===== config.mk =====
export PLATFORM = sky130hd
export DESIGN_NAME = rsa_job_sequencer
export DESIGN_NICKNAME = d
export VERILOG_FILES = /design/src/rtl/rsa_job_sequencer.sv
export SDC_FILE = /design/constraint.sdc
export NUM_CORES = 2
export LEC_CHECK = 0
export BUFFER_PORTS_ARGS = -buffer_cell sky130_fd_sc_hd__buf_2
export CAP_MARGIN = 20
export CORE_AREA = 5 5 604 606
export DETAILED_ROUTE_END_ITERATION = 8
export DIE_AREA = 0 0 609 611
export PLACE_DENSITY = 0.36
export SYNTH_ARGS = -nofsm -noshare
export SYNTH_HDL_FRONTEND = slang
export SYNTH_SLANG_ARGS = --single-unit

===== constraint.sdc =====
create_clock -name clk -period 2.2 [get_ports clk]
set_input_delay 0.11 -clock clk [delete_from_list [all_inputs] [get_ports clk]]
set_output_delay 0.11 -clock clk [all_outputs]
set_load 0.01 [all_outputs]

===== src/rtl/rsa_job_sequencer.sv =====
// Job front-end for the RSA control datapath: accepts one job, sequences the inverter and
// exponentiation phases with guarded finish detection and timeout, and returns the result.
module rsa_job_sequencer #(
   parameter int WIDTH   = 128,
   parameter int GUARD   = 2,
   parameter int TIMEOUT = 65535
) (
   input  logic               clk,
   input  logic               reset,
   input  logic               job_valid,
   output logic               job_ready,
   input  logic [WIDTH-1:0]   job_p,
   input  logic [WIDTH-1:0]   job_q,
   input  logic               job_encrypt_decrypt,
   input  logic [2*WIDTH-1:0] job_msg,
   output logic [WIDTH-1:0]   ctl_p,
   output logic [WIDTH-1:0]   ctl_q,
   output logic               ctl_encrypt_decrypt,
   output logic [2*WIDTH-1:0] ctl_msg,
   output logic               ctl_reset_inverter,
   output logic               ctl_reset_mod_exp,
   input  logic               ctl_inverter_finish,
   input  logic               ctl_mod_exp_finish,
   input  logic [2*WIDTH-1:0] ctl_msg_out,
   output logic               res_valid,
   input  logic               res_ready,
   output logic [2*WIDTH-1:0] res_msg,
   output logic               res_err,
   output logic               key_hit
);

   typedef enum logic [2:0] {
      S_IDLE,
      S_INV_PULSE,
      S_INV_WAIT,
      S_EXP_PULSE,
      S_EXP_WAIT,
      S_RESULT
   } state_t;

   localparam logic [15:0] GUARD_C    = 16'(GUARD);
   localparam logic [15:0] TMO_LAST_C = 16'(TIMEOUT - 1);

   state_t               state_q, state_d;
   logic [15:0]          cnt_q, cnt_d;
   logic [WIDTH-1:0]     p_q, p_d, q_q, q_d;
   logic                 ed_q, ed_d;
   logic [2*WIDTH-1:0]   msg_q, msg_d;
   logic [WIDTH-1:0]     cache_p_q, cache_p_d, cache_q_q, cache_q_d;
   logic                 cache_vld_q, cache_vld_d;
   logic [2*WIDTH-1:0]   res_msg_q, res_msg_d;
   logic                 res_err_q, res_err_d;
   logic                 key_hit_q, key_hit_d;

   logic                 key_match;
   logic                 guard_ok;
   logic                 last_wait;

   assign key_match = cache_vld_q && (job_p == cache_p_q) && (job_q == cache_q_q);
   // Finish may still be high from the previous job; trust it only after the guard window.
   assign guard_ok  = (cnt_q >= GUARD_C);
   assign last_wait = (cnt_q == TMO_LAST_C);

   always_ff @(posedge clk) begin
      if (reset) begin
         state_q     <= S_IDLE;
         cnt_q       <= '0;
         p_q         <= '0;
         q_q         <= '0;
         ed_q        <= 1'b0;
         msg_q       <= '0;
         cache_p_q   <= '0;
         cache_q_q   <= '0;
         cache_vld_q <= 1'b0;
         res_msg_q   <= '0;
         res_err_q   <= 1'b0;
         key_hit_q   <= 1'b0;
      end else begin
         state_q     <= state_d;
         cnt_q       <= cnt_d;
         p_q         <= p_d;
         q_q         <= q_d;
         ed_q        <= ed_d;
         msg_q       <= msg_d;
         cache_p_q   <= cache_p_d;
         cache_q_q   <= cache_q_d;
         cache_vld_q <= cache_vld_d;
         res_msg_q   <= res_msg_d;
         res_err_q   <= res_err_d;
         key_hit_q   <= key_hit_d;
      end
   end

   always_comb begin
      state_d     = state_q;
      cnt_d       = cnt_q;
      p_d         = p_q;
      q_d         = q_q;
      ed_d        = ed_q;
      msg_d       = msg_q;
      cache_p_d   = cache_p_q;
      cache_q_d   = cache_q_q;
      cache_vld_d = cache_vld_q;
      res_msg_d   = res_msg_q;
      res_err_d   = res_err_q;
      key_hit_d   = key_hit_q;

      unique case (state_q)
         S_IDLE: begin
            if (job_valid) begin
               p_d       = job_p;
               q_d       = job_q;
               ed_d      = job_encrypt_decrypt;
               msg_d     = job_msg;
               key_hit_d = key_match;
               state_d   = key_match ? S_EXP_PULSE : S_INV_PULSE;
            end
         end
         S_INV_PULSE: begin
            cnt_d   = '0;
            state_d = S_INV_WAIT;
         end
         S_INV_WAIT: begin
            cnt_d = cnt_q + 16'd1;
            if (guard_ok && ctl_inverter_finish) begin
               cache_p_d   = p_q;
               cache_q_d   = q_q;
               cache_vld_d = 1'b1;
               state_d     = S_EXP_PULSE;
            end else if (last_wait) begin
               cache_vld_d = 1'b0;
               res_err_d   = 1'b1;
               res_msg_d   = '0;
               state_d     = S_RESULT;
            end
         end
         S_EXP_PULSE: begin
            cnt_d   = '0;
            state_d = S_EXP_WAIT;
         end
         S_EXP_WAIT: begin
            cnt_d = cnt_q + 16'd1;
            if (guard_ok && ctl_mod_exp_finish) begin
               res_err_d = 1'b0;
               res_msg_d = ctl_msg_out;
               state_d   = S_RESULT;
            end else if (last_wait) begin
               cache_vld_d = 1'b0;
               res_err_d   = 1'b1;
               res_msg_d   = '0;
               state_d     = S_RESULT;
            end
         end
         S_RESULT: begin
            if (res_ready) begin
               state_d = S_IDLE;
            end
         end
         default: state_d = S_IDLE;
      endcase
   end

   assign job_ready           = (state_q == S_IDLE);
   assign ctl_reset_inverter  = (state_q == S_INV_PULSE);
   assign ctl_reset_mod_exp   = (state_q == S_EXP_PULSE);
   assign res_valid           = (state_q == S_RESULT);
   assign ctl_p               = p_q;
   assign ctl_q               = q_q;
   assign ctl_encrypt_decrypt = ed_q;
   assign ctl_msg             = msg_q;
   assign res_msg             = res_msg_q;
   assign res_err             = res_err_q;
   assign key_hit             = key_hit_q;

endmodule


==> out/results.ini <==
[floorplanning]
fp-row-count = 220
io_pins = 1550
die_area_um2 = 372100
core-area_um2 = 358400
die_y_um = 611
initial_utilization = 0.1112
die_w_um = 609

[logic_synthesis]
syn_area_um2 = 39850
synthArstFlopShare = 0
synth_area_per_cell_um2 = 7.820
synthDistinctLibCells = 57
syn_nets = 5873
synth_edf_count = 0
yosysWarnings = 0
ys.flop_type = dfxtp_1
yosysSeqAreaShare = 0.5259
ys_seq_elements = 1047
syn_inst = 5096

[sta]
slew_viol_final = 0
min_period_over_period = 1.141
holdWs_ns = 0.07800
rsz0062_at_grt = true
setup_violations = 14
tightest_slew_ns = 1.116
clock_skew_ns = 0.05666
slew_headroom = 0.2538
max_freq_ghz = 0.3985
hold_violations = 0
period_minus_slack_ns = 2.509
setup_ws_ns = -0.3094
fin_setup_tns_ns = -0.7487

[drt]
drc = 0
wl_um = 389600
via_per_inst = 3.950
vias = 50588
final_antenna_net_count = 0
wl_per_cell_um = 30.42
dr.pass1.iters = 6
drt_iter0_markers = 4164

[clock_tree]
htree_levels = 4
cts_tree = built
cts_buffers = 150
clockBufferDepth = 4
ctsRootBufferMaster = clkbuf_16
clock_sinks = 1047
clk_pin_slew_ns = 0.06
clock_latency_ns = 0.86

[placed_design]
gp_congestion = 0.9488
hpwl_um = 314100
numPortBuffers = 1549
dpl_worst_slack_ns = -0.7295

[power_and_ir_drop]
fin_total_pwr_mw = 60.14
ir_worst_vdd_mv = 0.5167
leakage_nw = 32.00
p_per_area_nw_per_um2 = 780.9

[global_route]
first_global_vias = 48683
top_usage_layer = met2
grt_max_degree = 57
antenna_found_initial = 223
grt_overflow = 0
met1_usage = 0.2397
grt_usage = 0.1952
met3_usage = 0.07421
grt_pass1_wl_um = 487500
gr-usage-met2 = 0.3160

[worst_setup_path]
cp.arrival_ns = 3.26
required_ns = 2.95
crit_path_max_fanout = 2
path_class = register to register
cp-end-kind = register
start_kind = register

[finish]
fin_nets = 8627
area_growth_pct = 93.25
drive_gt1_frac = 0.3859

[status]
outcome = finished with violations
violations = setup timing

[min_path]
hp-class = input port to register

[job]
drv_cap = 0

-- worst paths after layout --
kind | start | to | slack, ns | cells past startpoint
max | cache_p_q[44]$_SDFFE_PP0P_ | state_q[1]$_SDFFE_PP0P_ | -0.31 | 8
min | ctl_mod_exp_finish | res_msg[215]$_SDFFE_PP0P_ | 0.08 | 7
max reg2reg | cache_p_q[44]$_SDFFE_PP0P_ | state_q[1]$_SDFFE_PP0P_ | -0.31 | 8
min reg2reg | ctl_msg[5]$_SDFFE_PP0P_ | ctl_msg[5]$_SDFFE_PP0P_ | 0.45 | 2
-- stage by stage --
stage,cells,utilization,area [um^2]
floorplan,5096,-,39850
global placement,11481,0.1575,56440
detailed placement,11485,0.1577,56520
CTS,12701,0.2054,73630
global route,12760,0.2146,76900
finish,12806,0.2149,77020
-- final cells by class --
type	instances	area [um^2]
fillers	39964	281400
repair buffers	2978	24160
flip-flops and latches	1047	20970
multi-input cells	3581	20310
well taps	4773	5972
clock buffers	217	4400
clock inverters	49	685.7
inverters	92	345.3
diodes	69	172.7
-- cells by family (layout without fill, tap and decap cells) --
logic type	count (synthesis)	count (layout)	synth area share
AND/OR/NAND/NOR	2027	2027	0.2038
AO/OA/AOI/OAI	1395	1395	0.1837
flip-flops	1047	1047	0.5259
buffers and inverters	468	3336	0.05102
XOR/XNOR	150	150	0.03296
multiplexers	7	7	0.001978
adder cells (fa/ha/maj)	2	2	0.0006278
other	0	69	0
-- where the power goes --
part	internal [mW]	switching, mW
clock network	15.5	10.5
registers	20.2	1.09
logic	4.82	8.08
-- cells in the mapped netlist, drive strengths merged, types with 3 or more instances --
library cell / count / share of area
o2bb2ai: 5 / 0.0011
o2111ai: 3 / 0.00066
nand2: 1809 / 0.17
nor4: 42 / 0.0072
nor2b: 60 / 0.0094
inv: 92 / 0.0087
a221oi: 6 / 0.0015
and3: 7 / 0.0011
a22o: 11 / 0.0024
nor3: 5 / 0.0010
clkbuf: 186 / 0.018
a21oi: 1037 / 0.13
a211oi: 5 / 0.00094
o21ai: 260 / 0.033
nand2b: 13 / 0.0022
nand4: 38 / 0.0061
o22ai: 35 / 0.0055
mux2: 7 / 0.0020
nand3: 13 / 0.0018
or2: 3 / 0.00047
xnor2: 93 / 0.020
a2111oi: 3 / 0.00082
nor2: 31 / 0.0029
buf: 190 / 0.025
a2111o: 19 / 0.0054
xor2: 57 / 0.013
dfxtp: 1047 / 0.53
-- sequential cells by signal, indices dropped and copies added (netlist names) --
name	flops
res_msg	256
ctl_msg	256
cache_p_q	128
cache_q_q	128
cache_vld_q	1
key_hit	1
cnt_q	16
ctl_encrypt_decrypt	1
res_err	1
state_q	3
ctl_q	128
ctl_p	128
-- cell usage in the layout (no fill, tap or decap), drive strengths merged, types with 69 or more instances in the layout --
master       instances
dlygate4sd3        844
o21ai              260
a21oi             1037
buf               2108
nand2             1809
dfxtp             1047
diode               69
clkbuf             238
xnor2               93
inv                 97
-- per-layer routing --
metal  vias up  wire length, um
met5         -              213
met4        36            14560
met3       640            40890
met2      2405           177400
met1     24988           156500
li1      22519                -
-- critical path: stages (launching register included) --
cell     delay (ns)
dfxtp_1        0.34
xor2_2         0.19
buf_8          0.16
nor4_1         0.45
nand4_1        0.44
nor4_1         0.44
buf_4          0.17
nand4_1        0.10
nand2_1        0.09
-- timing repair --
action	in CTS	in global routing
resized for setup	435	862
hold endpoints to repair	843	0
pin swaps	161	358
hold buffers	844	0
gates cloned	59	25
buffers inserted	52	32
endpoints found under the setup margin	429	647
No activity file was read; power rests on OpenSTA's default activity.
